[src/rtl/note_voice_ctrl.sv]
// Debounced note acceptance, note-to-DDS phase increment lookup, and a linear
// attack/sustain/release amplitude envelope for a single synth voice.
module note_voice_ctrl #(
    parameter int STABLE_CYCLES = 16,
    parameter int ATTACK_STEP   = 8,
    parameter int RELEASE_STEP  = 4
) (
    input  logic        clk_in,
    input  logic        rst_in,
    input  logic [7:0]  note_in,
    input  logic        sample_tick_in,
    output logic [31:0] phase_inc_out,
    output logic [7:0]  amp_out,
    output logic        active_out,
    output logic        note_on_out,
    output logic        note_off_out
);

    localparam int CW = (STABLE_CYCLES > 2) ? $clog2(STABLE_CYCLES) : 1;
    localparam logic [CW-1:0] CNT_MAX = CW'(STABLE_CYCLES - 1);

    typedef enum logic [1:0] {IDLE, ATTACK, SUSTAIN, RELEASE} state_t;

    state_t      state, next_state;
    logic [7:0]  note_valid;
    logic [7:0]  candidate;
    logic [7:0]  accepted;
    logic [CW-1:0] count;
    logic        accept;
    logic [8:0]  amp_sum;
    logic [8:0]  amp_diff;
    logic [7:0]  amp_up;
    logic [7:0]  amp_down;
    logic [7:0]  amp_next;

    // One octave of increments (C4..B4); the other two octaves are derived by shifting.
    function automatic logic [31:0] base_inc(input logic [3:0] idx);
        case (idx)
            4'd0:    base_inc = 32'd23409862;
            4'd1:    base_inc = 32'd24801882;
            4'd2:    base_inc = 32'd26276679;
            4'd3:    base_inc = 32'd27839171;
            4'd4:    base_inc = 32'd29494575;
            4'd5:    base_inc = 32'd31248413;
            4'd6:    base_inc = 32'd33106541;
            4'd7:    base_inc = 32'd35075158;
            4'd8:    base_inc = 32'd37160835;
            4'd9:    base_inc = 32'd39370534;
            4'd10:   base_inc = 32'd41711627;
            4'd11:   base_inc = 32'd44191930;
            default: base_inc = 32'd0;
        endcase
    endfunction

    function automatic logic [31:0] phase_lookup(input logic [7:0] n);
        logic [3:0] idx;
        if (n >= 8'd72) begin
            idx = 4'(n - 8'd72);
            phase_lookup = base_inc(idx) << 1;
        end else if (n >= 8'd60) begin
            idx = 4'(n - 8'd60);
            phase_lookup = base_inc(idx);
        end else begin
            idx = 4'(n - 8'd48);
            phase_lookup = base_inc(idx) >> 1;
        end
    endfunction

    assign note_valid = (note_in >= 8'd48 && note_in <= 8'd83) ? note_in : 8'd0;
    assign accept     = (count == CNT_MAX) && (candidate != accepted);

    always_ff @(posedge clk_in or posedge rst_in) begin
        if (rst_in) begin
            candidate     <= 8'd0;
            count         <= '0;
            accepted      <= 8'd0;
            phase_inc_out <= 32'd0;
            note_on_out   <= 1'b0;
            note_off_out  <= 1'b0;
        end else begin
            note_on_out  <= 1'b0;
            note_off_out <= 1'b0;
            if (note_valid != candidate) begin
                candidate <= note_valid;
                count     <= '0;
            end else if (count != CNT_MAX) begin
                count <= count + 1'b1;
            end
            if (accept) begin
                accepted <= candidate;
                if (candidate != 8'd0) begin
                    phase_inc_out <= phase_lookup(candidate);
                    note_on_out   <= 1'b1;
                end else begin
                    note_off_out  <= 1'b1;
                end
            end
        end
    end

    always_ff @(posedge clk_in or posedge rst_in) begin
        if (rst_in) begin
            state   <= IDLE;
            amp_out <= 8'd0;
        end else begin
            state   <= next_state;
            amp_out <= amp_next;
        end
    end

    assign amp_sum  = {1'b0, amp_out} + 9'(ATTACK_STEP);
    assign amp_diff = {1'b0, amp_out} - 9'(RELEASE_STEP);
    assign amp_up   = amp_sum[8] ? 8'd255 : amp_sum[7:0];
    assign amp_down = amp_diff[8] ? 8'd0 : amp_diff[7:0];

    // A tick landing on an acceptance edge is dropped; the new state owns later ticks.
    always_comb begin
        next_state = state;
        amp_next   = amp_out;
        unique case (state)
            IDLE: begin
                amp_next = 8'd0;
                if (accept && candidate != 8'd0) next_state = ATTACK;
            end
            ATTACK: begin
                if (accept && candidate == 8'd0) begin
                    next_state = RELEASE;
                end else if (!accept && sample_tick_in) begin
                    amp_next = amp_up;
                    if (amp_up == 8'd255) next_state = SUSTAIN;
                end
            end
            SUSTAIN: begin
                amp_next = 8'd255;
                if (accept && candidate == 8'd0) next_state = RELEASE;
            end
            RELEASE: begin
                if (accept && candidate != 8'd0) begin
                    next_state = ATTACK;
                end else if (!accept && sample_tick_in) begin
                    amp_next = amp_down;
                    if (amp_down == 8'd0) next_state = IDLE;
                end
            end
            default: next_state = IDLE;
        endcase
    end

    always_comb begin
        active_out = (state != IDLE);
    end

endmodule

[config.mk]
export PLATFORM = sky130hd
export DESIGN_NAME = note_voice_ctrl
export DESIGN_NICKNAME = d
export VERILOG_FILES = /design/src/rtl/note_voice_ctrl.sv
export SDC_FILE = /design/constraint.sdc
export NUM_CORES = 1
export LEC_CHECK = 0
export CAP_MARGIN = 20
export CELL_PAD_IN_SITES_DETAIL_PLACEMENT = 1
export CELL_PAD_IN_SITES_GLOBAL_PLACEMENT = 1
export CORE_MARGIN = 2
export CORE_UTILIZATION = 40
export DETAILED_ROUTE_END_ITERATION = 8
export MAX_ROUTING_LAYER = met4
export PLACE_DENSITY_LB_ADDON = 0.1
export SLEW_MARGIN = 10
export SYNTH_ARGS = -nofsm -noshare
export SYNTH_HDL_FRONTEND = slang
export SYNTH_SLANG_ARGS = --single-unit
[constraint.sdc]
create_clock -name clk_in -period 3.1 [get_ports clk_in]
set_clock_uncertainty 0.1 [all_clocks]
set_input_delay 0.31 -clock clk_in [delete_from_list [all_inputs] [get_ports clk_in]]
set_output_delay 0.31 -clock clk_in [all_outputs]
set_load 0.05 [all_outputs]
# [Word level (Yosys, flattened, before mapping)]
# Memory sizes are Yosys's and may differ from the RTL's.
# Index checks and enable logic that the tools add are counted.
[word_totals] register_bits=64 mem_bits_ro=1248 in_bits=11 out_inout_bits=43 elab_cells=79 n_memories=3
[op_classes] add_sub_neg=6 order_cmp=4 eq_ne=18 mux=25 reduce_logical=15
[memory_table] memory="(no name shown)" depth=16 word_bits=26 rd=1 rd_ports_with_merged_regs=0 write_ports=0 line="38" rtl="case (idx)"
[memory_table] memory="(no name shown)" depth=16 word_bits=26 rd=1 rd_ports_with_merged_regs=0 write_ports=0 line="38"
[memory_table] memory="(no name shown)" depth=16 word_bits=26 rd=1 rd_ports_with_merged_regs=0 write_ports=0 line="38"
[ops] operator="2-to-1 mux 32 bit" n=2
[ops] operator="2-to-1 mux 8 bit" n=7
[ops] operator="case mux 8 bit (4 select lines)" n=1
[ops] operator=">= comparator 8 x 6 -> 1 bit, second input constant" n=2
[ops] operator="zero test 8 bit" n=2
[ops] operator="2-to-1 mux 2 bit" n=8
[ops] operator="!= test 8 bit" n=2
[ops] operator="!= test 2 bit, second input constant" n=6
[ops] operator="!= test 3 bit, second input constant" n=4
[ops] operator="adder 8 x 4 -> 9 bit, second input constant" n=1
[ops] operator="subtractor 8 x 3 -> 9 bit, second input constant" n=1
[ops] operator="equality test 8 bit, second input constant" n=1
[ops] operator=">= comparator 8 x 7 -> 1 bit, second input constant" n=1
[ops] operator="less-or-equal comparator 8 x 7 -> 1 bit, second input constant" n=1
[ops] operator="2-to-1 mux 4 bit" n=2
[ops] operator="case mux 2 bit (4 select lines)" n=1
[ops] operator="nonzero test 8 bit" n=1
[ops] operator="subtractor 4 bit, second input constant" n=2
[ops] operator="AND reduction 6 bit" n=1
[ops] operator="logical AND 1 bit" n=5
[ops] operator="adder 4 x 1 -> 4 bit, second input constant" n=1
[ops] operator="equality test 2 bit, second input constant" n=2
[ops] operator="equality test 4 bit, second input constant" n=1
[ops] operator="2-to-1 mux 1 bit" n=4
[ops] operator="other kinds (8)" n=9

# [Logic depth before layout (Yosys ltp)]
[logic_depth] word_depth=7 depth_mapped=11 mapped_depth_nobuf=8

# [Least setup slack after synthesis]
# No wires, ideal clock.
[synth_path] kind="register -> register" start="register amp_out[3]" end="register state[1]" setup_time_ps=125 arrival_ps=2472 required_time_ps=2875 setup_slack_ps=403 stages_incl_launch_ff=9 path_buffers=0 synth_period_minus_slack_ps=2697 cell_sequence="dfrtp_1 inv_1 ha_1 nand4bb_1 a211oi_1 o21bai_1 a2111oi_4 o211ai_2 mux2_4"
[synth_via] elab_chain_len=5 word_cells_on_any_way=9 classes_between="add/sub: 2; eq/ne: 3; mux: 2; reduce/logical: 2"
[synth_rtl] item="start, declared" line="13" rtl="output logic [7:0] amp_out,"
[synth_rtl] item="start signal, assigned" line="107" rtl="amp_out <= amp_next;"
[synth_rtl] item="adder 8 x 4 -> 9 bit or subtractor 8 x 3 -> 9 bit (tied branches)" line="111, 112"
[synth_rtl] item="2-to-1 mux 8 bit, on equally long branches" line="113, 114"
[synth_rtl] item="equality test 8 bit or zero test 8 bit (tied branches)" line="130, 142"
[synth_rtl] item="!= test 3 bit (no line)"
[synth_rtl] item="AND reduction 6 bit (no line) *"
[synth_rtl] item="end signal, assigned" line="106" rtl="state <= next_state;"
[synth_rtl] item="end, declared" line="24" rtl="state_t state, next_state;"
# Every way passes the cells marked *; elsewhere a longest branch is shown, timed or not.
# A chain may end at the register's enable or synchronous reset.

# [Worst setup path in the final report]
[layout_path] start="register candidate[3]" end="register phase_inc_out[22]"
[layout_via] elab_chain_len=4 word_cells_on_any_way=14 classes_between="add/sub: 3; order compare: 2; eq/ne: 1; mux: 2; reduce/logical: 3; memory: 3"
[layout_rtl] item="start, declared" line="26" rtl="logic [7:0] candidate;"
[layout_rtl] item="start signal, assigned" line="84" rtl="candidate <= note_valid;"
[layout_rtl] item="subtractor 4 x 1 -> 4 bit or subtractor 4 bit (tied branches)" line="64, 61"
[layout_rtl] item="memory (16 x 26 bit)"
[layout_rtl] item="2-to-1 mux 32 bit" line="60" rtl="end else if (n >= 8'd60) begin"
[layout_rtl] item="2-to-1 mux 32 bit" line="57" rtl="if (n >= 8'd72) begin"
[layout_rtl] item="end signal, assigned" line="92" rtl="phase_inc_out <= phase_lookup(candidate);"
[layout_rtl] item="end, declared" line="12" rtl="output logic [31:0] phase_inc_out,"
# Parallel ways exist; a longest one is shown, timed or not.

==> results.md <==
- GRT overflow: 0
- Multi-input logic area: just under 3000 um2
- Number of global-route vias before repair: between 4,000 and 5,000
- CP arrival: around 2.8 ns
- Fin area: 5660 um2
- First-pass GRT wire length: about 25,000 um
- Row Count: 39
- H-tree depth: 3
- DP HPWL: roughly 11,000 um
- Initial Utilization: 41.4%
- Final min period: between 2 and 3 ns
- Setup TNS: 0 ns
- Fmax: between 300 and 400 MHz
- Primary FF master, synth: dfrtp_1
- Number of synthesized register bits: 59
- Slew @ Worst Pin: between 0.6 and 0.7 ns
- First-pass DRT Iterations: 7
- Wire per inst: about 20 um
- Clk Latency, worst-skew pair: ~0.34 ns
- Chip height: 113 um
- Antenna cell count: 0
- Die area: about 13,000 um2
- DRT iter0 DRCs: about 370
- Setup repair after global routing missed its margin: no
- Max Slew Vio Count: 0
- Failing checks: design-rule violations
- Area grow syn2layout: 18.8%
- Vias per cell: ~6.0
- Nets: roughly 660
- Reg-to-Reg End: phase_inc_out[22]
- Final antenna-violating net count: 0
- Port-buffer cells: 48
- CTS root buffer: clkbuf_16
- Reg-to-reg startpoint: candidate[3]
- Syn avg cell area: 7.93 um2
- Max Cap Viol: 0
- Final WL: between 15,000 and 20,000 um
- GRT Total Usage: between 20% and 30%
- Post-CTS setup buffers: 0
- CTS tree: yes
- Via count: ~4,700
- Largest net degree at the start of global routing: 60
- P per Cell Area: around 590 nW/um2
- Die W: 113 um
- Antenna violations before repair: 0
- Sequential fraction of the synthesis area: a little under a third
- CTS Sinks: a little under 60
- CP endpoint kind: flop
- Post-synth EDFFs: 0
- Leakage: 2.37 nW
- CTS Buffer Depth: 2
- Final Cycle Share: a little under nine tenths
- Total power: roughly 3.3 mW
- VDD IR-drop max: 0.307 mV
- R2r worst-path depth: 7
- DRC viols: 1
- Post-CTS Hold Buffers: 0
- Worst-path clk slew: approximately 0.050 ns
- Yosys warning count: 0
- CTS Buf Count: 9
- Syn Inst Count: between 600 and 700
- Placeable Area: 11,500 um2
- Reg2Reg Setup Slack: around 0.45 ns
- # fillers: roughly 1,400
- Slew headroom: between 50 and 60%
- Sequential cell area: roughly 1500 um2
- Worst-path fanout max: 18
- Crit path required time: approximately 3.2 ns
- Critical path startpoint category: flop
- Setup CP Type: reg2reg
- Post-placement cell area: ~5400 um2
- Status: finished, violations left
- Syn Std Cell Area: between 4000 and 5000 um2
- Setup violations, final: 0
- Post-synth ARST share: 100%
- Number of gates resized after CTS: 0
- Post-synth cell types: 71
- Post-route core utilization: roughly 50%
- Share of cells above drive strength 1: a little over a tenth
- I/O pins: 54
- Hold Crit Class: in2async
- Routability cong.: between 0.9 and 1
- Final Hold Viols: 0
## power breakdown
part           total, mW  switching (mW)  internal, mW
Clock               1.02           0.381         0.643
Sequential         0.980           0.144         0.836
Combinational       1.32           0.825         0.500
Total               3.33            1.35          1.98
## per-stage QoR
| step | instances | setup WS [ns] | hold WS [ns] |
|---|---|---|---|
| 2_1_floorplan | 606 | 0.403 | 0.339 |
| 3_3_place_gp | 762 | 0.509 | 0.367 |
| 3_5_place_dp | 762 | 0.464 | 0.369 |
| 4_1_cts | 778 | 0.476 | 0.0739 |
| 5_1_grt | 779 | 0.215 | 0.102 |
| 6_report | 779 | 0.447 | 0.0766 |
## synthesized netlist by cell type, types with 8 or more instances
| cell | instances | area share [%] |
|---|---|---|
| nand2_1 | 65 | 5.1 |
| o31ai_1 | 11 | 1.7 |
| and3_1 | 8 | 1.0 |
| buf_4 | 8 | 1.3 |
| nor3_1 | 22 | 2.3 |
| buf_2 | 18 | 1.9 |
| a211oi_1 | 14 | 2.2 |
| nor2_1 | 44 | 3.5 |
| ha_1 | 19 | 5.0 |
| o21ai_0 | 43 | 4.5 |
| a21oi_1 | 46 | 4.8 |
| o211ai_1 | 12 | 1.9 |
| a31oi_1 | 11 | 1.4 |
| nand2b_1 | 14 | 1.8 |
| inv_1 | 21 | 1.7 |
| nand3_1 | 16 | 1.7 |
| clkbuf_1 | 25 | 2.0 |
| dfrtp_1 | 59 | 31 |
| o21ai_1 | 32 | 3.4 |
## worst max path at each step
stage                             from           endpoint  depth (start not counted)
after floorplan             amp_out[3]           state[1]                          8
after global placement      amp_out[4]           state[1]                          8
after detailed placement    amp_out[4]           state[1]                          8
after CTS                   amp_out[4]           state[1]                          8
after global routing      candidate[3]  phase_inc_out[22]                          7
final                     candidate[3]  phase_inc_out[22]                          7
## registers in the layout, summed over array words and instances (netlist names)
register and flops:
phase_inc_out 27, accepted 8, amp_out 8, candidate 8, count 4, state 2, note_off_out 1, note_on_out 1
## placed cells by master (no fill, tap or decap), types with 3 or more instances in the layout
| cell type | instances |
|---|---|
| a211oi_1 | 14 |
| a21o_1 | 6 |
| a21oi_1 | 46 |
| a221oi_1 | 6 |
| a311oi_1 | 4 |
| a31oi_1 | 11 |
| and2_1 | 5 |
| and3_1 | 8 |
| buf_4 | 24 |
| clkbuf_16 | 9 |
| clkdlybuf4s50_1 | 48 |
| conb_1 | 6 |
| dfrtp_1 | 59 |
| ha_1 | 19 |
| inv_1 | 20 |
| inv_2 | 4 |
| mux2_2 | 7 |
| mux2i_1 | 3 |
| nand2_1 | 65 |
| nand2b_1 | 14 |
| nand3_1 | 16 |
| nor2_1 | 44 |
| nor3_1 | 22 |
| o2111ai_1 | 3 |
| o211ai_1 | 12 |
| o21a_1 | 3 |
| o21ai_0 | 43 |
| o21ai_1 | 32 |
| o221ai_1 | 5 |
| o311ai_1 | 4 |
| o31ai_1 | 11 |
| xnor2_1 | 7 |
| xnor2_2 | 5 |
## routing by layer
metal	share of wire [%]	vias up	global-route usage (%)	wire, um
met1	46	2293	33.3	7070
met5	0	-	-	0
met3	3.4	35	3.80	524
met4	2.7	0	9.84	410
li1	-	2222	-	-
met2	48	117	40.9	7460
## worst max-delay path: stages (launching register included)
cell      delay, ns
dfrtp_1        0.61
inv_1          0.12
ha_1           0.67
buf_4          0.25
a21oi_1        0.06
o311ai_1       0.23
o21ai_1        0.18
mux2_2         0.29
## cells by family after synthesis
| family | synth area share [%] |
|---|---|
| adder cells (fa/ha/maj) | 4.99 |
| XOR/XNOR | 3.18 |
| flip-flops | 31.0 |
| multiplexers | 3.07 |
| AO/OA/AOI/OAI | 29.7 |
| buffers and inverters | 7.87 |
| AND/OR/NAND/NOR | 20.2 |
| other | 0.0786 |
## final cells by class
type | instances | area share, %
Multi-Input combinational cell | 465 | 52.2
Tap cell | 143 | 3.16
Inverter | 24 | 1.59
Timing Repair Buffer | 72 | 11.7
Sequential cell | 59 | 26.1
Clock buffer | 10 | 4.22
Clock inverter | 6 | 1.13
Power figures use the tool's default switching activity.
==> variant, RTL diff (same settings) <==
Change the parameter `STABLE_CYCLES` from 16 to 8.
--- a/src/rtl/note_voice_ctrl.sv
+++ b/src/rtl/note_voice_ctrl.sv
@@ -1,7 +1,7 @@
 // Debounced note acceptance, note-to-DDS phase increment lookup, and a linear
 // attack/sustain/release amplitude envelope for a single synth voice.
 module note_voice_ctrl #(
-    parameter int STABLE_CYCLES = 16,
+    parameter int STABLE_CYCLES = 8,
     parameter int ATTACK_STEP   = 8,
     parameter int RELEASE_STEP  = 4
 ) (
Behaviour: not the same (a bounded check fails within 10 cycles, from zero or initial values and one cycle with rst_in high).
==> variant against the unedited design <==
Synthesized cell count down 6.0%; count of clock-buffer cells in the layout up 1; highest routed layer unchanged; fmax down 3.5%; sequential cell count down 1; final area down 3.5%; synthesized area down 4.1%; power up 1.4%; die area down 4.0%; worst setup slack worse by 96 ps; largest power group unchanged; critical endpoint is now phase_inc_out[23]; wire length down 2.9%; critical path depth unchanged.
==> variant: results (changes against the unedited design) <==
[status]
status = complete, no violations

[synth]
synth_area_per_cell_um2 = 8.09  ; +2.0%
ys_top_cells_by_count = o21ai_0 (67), dfrtp_1 (58), nand2_1 (51)
synth_area_leaders = dfrtp_1 (32%), o21ai_0 (7.3%), ha_1 (5.5%), a21oi_1 (4.4%), nand2_1 (4.2%)
yosysSeqAreaShare_pct = 31.8  ; +0.79 points

[cells_and_area]
drive_above_1_share_pct = 9.83  ; -0.86 points
final_cell_count_no_fill = 743  ; -4.6%
fin_nets = 628  ; -5.0%

[drt]
drt-initial-drc-count = 277  ; -26%
dr.pass1.iters = 5  ; -2
wl_met3_um = 633  ; +21%
wl_met2_mm = 6.84  ; -8.3%
vias = 4474  ; -4.1%
drc = 0  ; -1
routed_wl_mm = 15.0  ; -2.9%

[placement]
placed_cell_area_um2 = 5150  ; -3.7%
dp_hpwl_mm = 10.6  ; -4.5%
finalWeightedCongestion = 0.903  ; about the same

[critical_path]
crit_fanout = 14  ; -4
cp_slowest_cell = a2111o_1
max_stage_delay_ps = 440  ; -230 ps
crit_path_end = phase_inc_out[23]
worstReg2RegStart = candidate[2]
worstPathArrival_ps = 2870  ; +100 ps

[power_and_ir_drop]
comb_power_share_pct = 40.4  ; +0.6 points
p_sw_w = 0.00132  ; -2.1%
p_seq_share_pct = 28.1  ; -1.3 points

[timing]
fmax_ghz = 0.364  ; -3.5%
worst_pin_slew_ps = 950  ; +295 ps

[global_route]
use_met2_pct = 39.3  ; -1.7 points
grt_pass1_vias = 4498  ; -2.7%
gr-usage-all-layers_pct = 26.2  ; +0.42 points
grtUsageMet3_pct = 4.10  ; +0.30 points
grt_pass1_wl_mm = 24.9  ; -1.4%

variant: logic make-up after synthesis:
logic type / after synthesis / synth area share, %
muxes: 16 / 3.89
buffers and inverters: 75 / 8.16
xor gates and xnor gates: 16 / 3.07
AOI/OAI and AO/OA: 204 / 28.9
and+or+nand+nor: 175 / 18.7
DFF: 58 / 31.8
adders and majority gates: 20 / 5.47
other: 1 / 0.0820
variant: layout make-up:
type                            count  area [µm²]  share of cell area, %
Clock inverter                      3        65.1                   1.19
Multi-Input combinational cell    437        2770                   50.7
Clock buffer                       11         243                   4.44
Inverter                           20        75.1                   1.37
Sequential cell                    58        1450                   26.6
Tap cell                          143         179                   3.28
Timing Repair Buffer               71         678                   12.4
variant: worst max-delay path, delay by kind of cell, from the launching register on:
family,cells,cell delay [ps]
simple gates,2,300
compound gates,3,1230
flops,1,430
fa+ha+maj,1,290
buf+inv,1,280
